### src/rtl/agc_timepulse_gen.sv
// agc_timepulse_gen: memory-cycle timepulse generator.
// Produces one-hot timepulses T, one-hot phases PHS and the RT/WT/CT strobes.
// Handles GOJAM restart sequencing, stopping at a cycle boundary and
// single-cycle stepping under monitor control (MSTP/MSTRT).
// Every output is decoded from registered state; no input reaches an output
// combinationally.
module agc_timepulse_gen #(
  parameter int N_TP         = 12,
  parameter int N_PHS        = 4,
  parameter int CLK_DIV      = 1,
  parameter int RT_PHS       = 0,
  parameter int WT_PHS       = 2,
  parameter int CT_PHS       = 3,
  parameter int GOJAM_CYCLES = 2,
  parameter int MCW          = 16
) (
  input  logic             CLOCK,
  input  logic             SIM_RST,
  input  logic             GOJAM_REQ,
  input  logic             STOP_REQ,
  input  logic             MSTP,
  input  logic             MSTRT,
  output logic [N_TP-1:0]  T,
  output logic [N_PHS-1:0] PHS,
  output logic             RT,
  output logic             WT,
  output logic             CT,
  output logic             GOJAM,
  output logic             CYC_END,
  output logic             STOPPED,
  output logic [MCW-1:0]   MCYC
);

  localparam int DIV_W = (CLK_DIV > 1) ? $clog2(CLK_DIV) : 1;
  localparam int PH_W  = (N_PHS > 1) ? $clog2(N_PHS) : 1;
  localparam int TP_W  = (N_TP > 1) ? $clog2(N_TP) : 1;
  localparam int JC_W  = (GOJAM_CYCLES > 1) ? $clog2(GOJAM_CYCLES) : 1;

  localparam logic [DIV_W-1:0] DIV_MAX = DIV_W'(CLK_DIV - 1);
  localparam logic [PH_W-1:0]  PH_MAX  = PH_W'(N_PHS - 1);
  localparam logic [TP_W-1:0]  TP_MAX  = TP_W'(N_TP - 1);
  localparam logic [JC_W-1:0]  JC_MAX  = JC_W'(GOJAM_CYCLES - 1);
  localparam logic [PH_W-1:0]  RT_P    = PH_W'(RT_PHS);
  localparam logic [PH_W-1:0]  WT_P    = PH_W'(WT_PHS);
  localparam logic [PH_W-1:0]  CT_P    = PH_W'(CT_PHS);

  // A strobe phase that does not exist would silently never fire.
  if (RT_PHS >= N_PHS) begin : g_bad_rt
    $error("agc_timepulse_gen: RT_PHS must be less than N_PHS");
  end
  if (WT_PHS >= N_PHS) begin : g_bad_wt
    $error("agc_timepulse_gen: WT_PHS must be less than N_PHS");
  end
  if (CT_PHS >= N_PHS) begin : g_bad_ct
    $error("agc_timepulse_gen: CT_PHS must be less than N_PHS");
  end

  typedef enum logic [1:0] {
    MODE_JAM  = 2'd0,
    MODE_RUN  = 2'd1,
    MODE_STOP = 2'd2,
    MODE_STEP = 2'd3
  } mode_t;

  mode_t            mode;
  logic [DIV_W-1:0] div;
  logic [PH_W-1:0]  ph;
  logic [TP_W-1:0]  tp;
  logic [JC_W-1:0]  jcnt;
  logic             last_clk;

  assign last_clk = (div == DIV_MAX) && (ph == PH_MAX) && (tp == TP_MAX);

  // Mode sequencing and the div/ph/tp counter chain; restart beats stop/step, which beat counting.
  always_ff @(posedge CLOCK) begin
    if (SIM_RST) begin
      mode <= MODE_JAM;
      div  <= '0;
      ph   <= '0;
      tp   <= '0;
      jcnt <= '0;
      MCYC <= '0;
    end else if (GOJAM_REQ) begin
      mode <= MODE_JAM;
      div  <= '0;
      ph   <= '0;
      tp   <= '0;
      jcnt <= '0;
    end else if (mode == MODE_STOP) begin
      div <= '0;
      ph  <= '0;
      tp  <= '0;
      if (MSTP && MSTRT) begin
        mode <= MODE_STEP;
      end else if (!MSTP && !STOP_REQ) begin
        mode <= MODE_RUN;
      end
    end else begin
      if (div == DIV_MAX) begin
        div <= '0;
        if (ph == PH_MAX) begin
          ph <= '0;
          if (tp == TP_MAX) begin
            tp <= '0;
          end else begin
            tp <= tp + 1'b1;
          end
        end else begin
          ph <= ph + 1'b1;
        end
      end else begin
        div <= div + 1'b1;
      end
      if (last_clk) begin
        MCYC <= MCYC + 1'b1;
        if (mode == MODE_JAM) begin
          if (jcnt == JC_MAX) begin
            jcnt <= '0;
            mode <= MODE_RUN;
          end else begin
            jcnt <= jcnt + 1'b1;
          end
        end else if (STOP_REQ || MSTP) begin
          mode <= MODE_STOP;
        end else begin
          mode <= MODE_RUN;
        end
      end
    end
  end

  // Output decode from the registered mode and counters; everything is dark while stopped.
  always_comb begin
    T       = '0;
    PHS     = '0;
    RT      = 1'b0;
    WT      = 1'b0;
    CT      = 1'b0;
    GOJAM   = (mode == MODE_JAM);
    STOPPED = (mode == MODE_STOP);
    CYC_END = 1'b0;
    if (mode != MODE_STOP) begin
      T[tp]   = 1'b1;
      PHS[ph] = 1'b1;
      RT      = (ph == RT_P);
      WT      = (ph == WT_P);
      CT      = (ph == CT_P);
      CYC_END = last_clk;
    end
  end

endmodule
### config.mk
export PLATFORM = sky130hd
export DESIGN_NAME = agc_timepulse_gen
export DESIGN_NICKNAME = d
export VERILOG_FILES = /design/src/rtl/agc_timepulse_gen.sv
export SDC_FILE = /design/constraint.sdc
export NUM_CORES = 1
export LEC_CHECK = 0
export CORE_MARGIN = 1.5
export CORE_UTILIZATION = 40
export CTS_CLUSTER_DIAMETER = 200
export DETAILED_ROUTE_END_ITERATION = 8
export HOLD_SLACK_MARGIN = 0.12
export PLACE_DENSITY = 0.69
export SLEW_MARGIN = 0
export SYNTH_ARGS = -nofsm -noshare
export SYNTH_HDL_FRONTEND = slang
export SYNTH_SLANG_ARGS = --single-unit
### constraint.sdc
create_clock -name CLOCK -period 3.3 [get_ports CLOCK]
set_input_delay 0.66 -clock CLOCK [delete_from_list [all_inputs] [get_ports CLOCK]]
set_output_delay 0.66 -clock CLOCK [all_outputs]
set_load 0.005 [all_outputs]
==> impl_results.md <==
- Startpoint types: flip-flop
- RSZ-0062 raised after global routing: false
- Fill cells: 355
- Final Hold Fails: 0
- Synth area leaders: dfxtp_1 (34%), ha_1 (7.4%), a21oi_1 (5.2%)
- TritonCTS clock tree: yes
- Power per cell area: 262 nW/um^2
- Number of flops mapped to enable cells by yosys: 0
- Clk root buf: clkbuf_8
- Reg2Reg Capture Point: MCYC[15]$_SDFFE_PP0P_
- Fin. max-slew vios: 0
- Row count: 22
- CTS Buffer Depth: 2
- H-tree depth: 1
- Synthesized area: 1530 um^2
- Remaining Overflow, GRT: 0
- Area leader, netlist: dfxtp_1
- Clock-pin transition on the worst setup and hold timing paths: 0.09 ns
- GRT Util Overall: 0.173
- CTS sink count: 26
- RePlAce Congestion: 0.742
- Skew-Pair Late Insertion Delay: 0.27 ns
- N_diodes: 0
- Post-synth top flop: dfxtp_1
- Hold Buf Count CTS: 0
- Via count: 1,419
- Clock skew: 0.00132 ns
- DIE HEIGHT: 64.9 um
- Die area: 4210 um^2
- Internal: 0.000410 W
- Syn_nets: 200
- CTS resizes: 0
- Worst min path class: reg -> reg
- R2r setup slk: 0.96 ns
- Vias/cell: 5.29
- Postcts setup bufs: 0
- Initial antenna violation count: 0
- Antenna-violating nets left: 0
- Worst hold endpoint: MCYC[14]$_SDFFE_PP0P_
- Synth cell count leaders: dfxtp_1 (26), a21oi_1 (16), nor2_1 (15)
- Per-cell routed wire length: 12.7 um
- Pin count of the biggest net entering global routing: 23
- Area growth syn-to-layout: 30.4%
- Post-route clock period utilization: 0.831
- Crit path DAT: 2.08 ns
- Clock power frac: 0.345
- WP data required: 2.64 ns
- Post-Syn Instances: 185
- Fin Setup TNS: 0 ns
- Sequential power share: 0.607
- DRT Pass-1 Iters: 4
- Die width: 64.9 um
- Core area: 3660 um^2
- Setup-failing EPs final: 0
- Final min period: 2.74 ns
- Layout Cells excl Fill: 268
- Fraction of final layout cells sized beyond drive strength 1: 0.0455
- Max cap viols: 0
- Switching power: 0.000112 W
- IO Port Bufs: 43
- Placed cell count: 265
- DRC viols: 0
- Starting density of the core: 0.418
- Cell with the most instances after synthesis: dfxtp_1
- First-pass GRT wire length: 5.88 mm
- Reg-to-reg startpoint: ph[0]$_SDFFE_PP0N_
- TritonCTS Buffers: 3
- Share of the synthesized area in the top cell type: 0.340
- Post-synth ARST share: 0
- Hold Crit Depth: 2
- Comb pwr share: 0.048
- Flops & latches, synth: 26
- CP endpoint kind: output port
- Sequential fraction of the synthesis area: 0.340
- Worst hold start: MCYC[14]$_SDFFE_PP0P_
- # IOs: 44
- Post-Route WL: 3.42 mm
- Vias in the first global route: 1,318
- DR iter-0 viols: 82
- DP Wirelength: 2.51 mm
- Fin nets: 237
- Status: finished, final reports clean
- Syn. warnings: 0
- Maximum vdd ir drop: 0.000132 V
- Avg Cell Area, Syn: 8.28 um^2
- Worst slew margin: 0.469
- Unique masters post-synth: 41
- R2r worst-path depth: 5
- P_leak: 0.709 nW
- CP max FO: 11
- Setup CP Type: reg -> out
- Slew of the pin with the lowest slew margin: 0.794 ns
- Fmax: 0.364 GHz
- Switching share of power: 0.214
power by group through the flow:
stage | clock [W] | combinational (W) | sequential [W]
after floorplan | 0 | 0.0000127 | 0.000324
after global placement | 0 | 0.0000253 | 0.000324
after detailed placement | 0 | 0.0000255 | 0.000324
after CTS | 0.000187 | 0.0000256 | 0.000317
after global routing | 0.000198 | 0.0000284 | 0.000318
final | 0.000180 | 0.0000252 | 0.000317
worst max path at each step:
stage                         start                    end  slack, ns
2_1_floorplan    ph[0]$_SDFFE_PP0N_  MCYC[13]$_SDFFE_PP0P_       1.17
5_1_grt        mode[0]$_SDFFE_PP0P_                   T[0]       0.37
3_5_place_dp              GOJAM_REQ  MCYC[15]$_SDFFE_PP0P_       0.74
6_report       mode[0]$_SDFFE_PP0P_                   T[0]       0.56
4_1_cts        mode[0]$_SDFFE_PP0P_                   T[0]       0.52
3_3_place_gp              GOJAM_REQ  MCYC[15]$_SDFFE_PP0P_       0.79
layout make-up:
class                      count  area, um^2  area share
clock buffer                   3        41.3      0.0207
inverter                       7        26.3      0.0132
multi-input combinational    141         918       0.460
sequential                    26         520       0.261
tap                           48        60.1      0.0301
timing repair buffer          43         430       0.216
state kept, by name (all words and copies together), names as in the netlist:
signal and count:
MCYC 16, div 1, jcnt 1, mode 2, ph 2, tp 4
cell families (layout without fill, tap and decap cells):
group / after synthesis / count (layout) / share of synthesized area
multiplexers: 6 / 6 / 0.0417
AND/OR/NAND/NOR: 88 / 88 / 0.337
other: 1 / 1 / 0.00245
AO/OA/AOI/OAI: 35 / 35 / 0.134
flip-flops: 26 / 26 / 0.340
buffers and inverters: 18 / 53 / 0.0605
adder cells (fa/ha/maj): 9 / 9 / 0.0735
XOR/XNOR: 2 / 2 / 0.0114
metal layers:
| layer | GRT usage | vias up | share of wire |
|---|---|---|---|
| li1 | - | 737 | - |
| met1 | 0.214 | 646 | 0.47 |
| met2 | 0.304 | 34 | 0.48 |
| met3 | 0.0278 | 2 | 0.045 |
| met4 | 0.0559 | 0 | 0.0064 |
| met5 | 0 | - | 0 |
worst max-delay path, cell delays in order (launching register included):
cell	delay (ns)
dfxtp_1	0.46
or2b_2	0.26
inv_2	0.10
nor3_1	0.31
and2_1	0.18
clkdlybuf4s50_1	0.50
cells in the final DEF, fill, tap and decap left out, drive strengths merged, types with 4 or more instances in the layout:
master / n
clkdlybuf4s50: 43
dfxtp: 26
a21oi: 16
nor2: 15
and2: 9
ha: 9
and3: 8
nand2: 8
or4: 8
o31ai: 7
nand4: 7
o21ai: 7
inv: 7
nor3: 6
nand3: 5
nor2b: 4
or3: 4
stage by stage:
step	utilization	worst slack (ns)	power (W)	instance area, um^2	hold slack [ns]
2_1_floorplan	-	1.17	0.000336	1530	0.468
3_3_place_gp	0.534	0.791	0.000349	1960	0.473
3_5_place_dp	0.534	0.744	0.000350	1960	0.489
4_1_cts	0.545	0.518	0.000529	2000	0.503
5_1_grt	0.545	0.368	0.000544	2000	0.514
6_report	0.545	0.556	0.000522	2000	0.497
(Power assumes the default switching activity.)
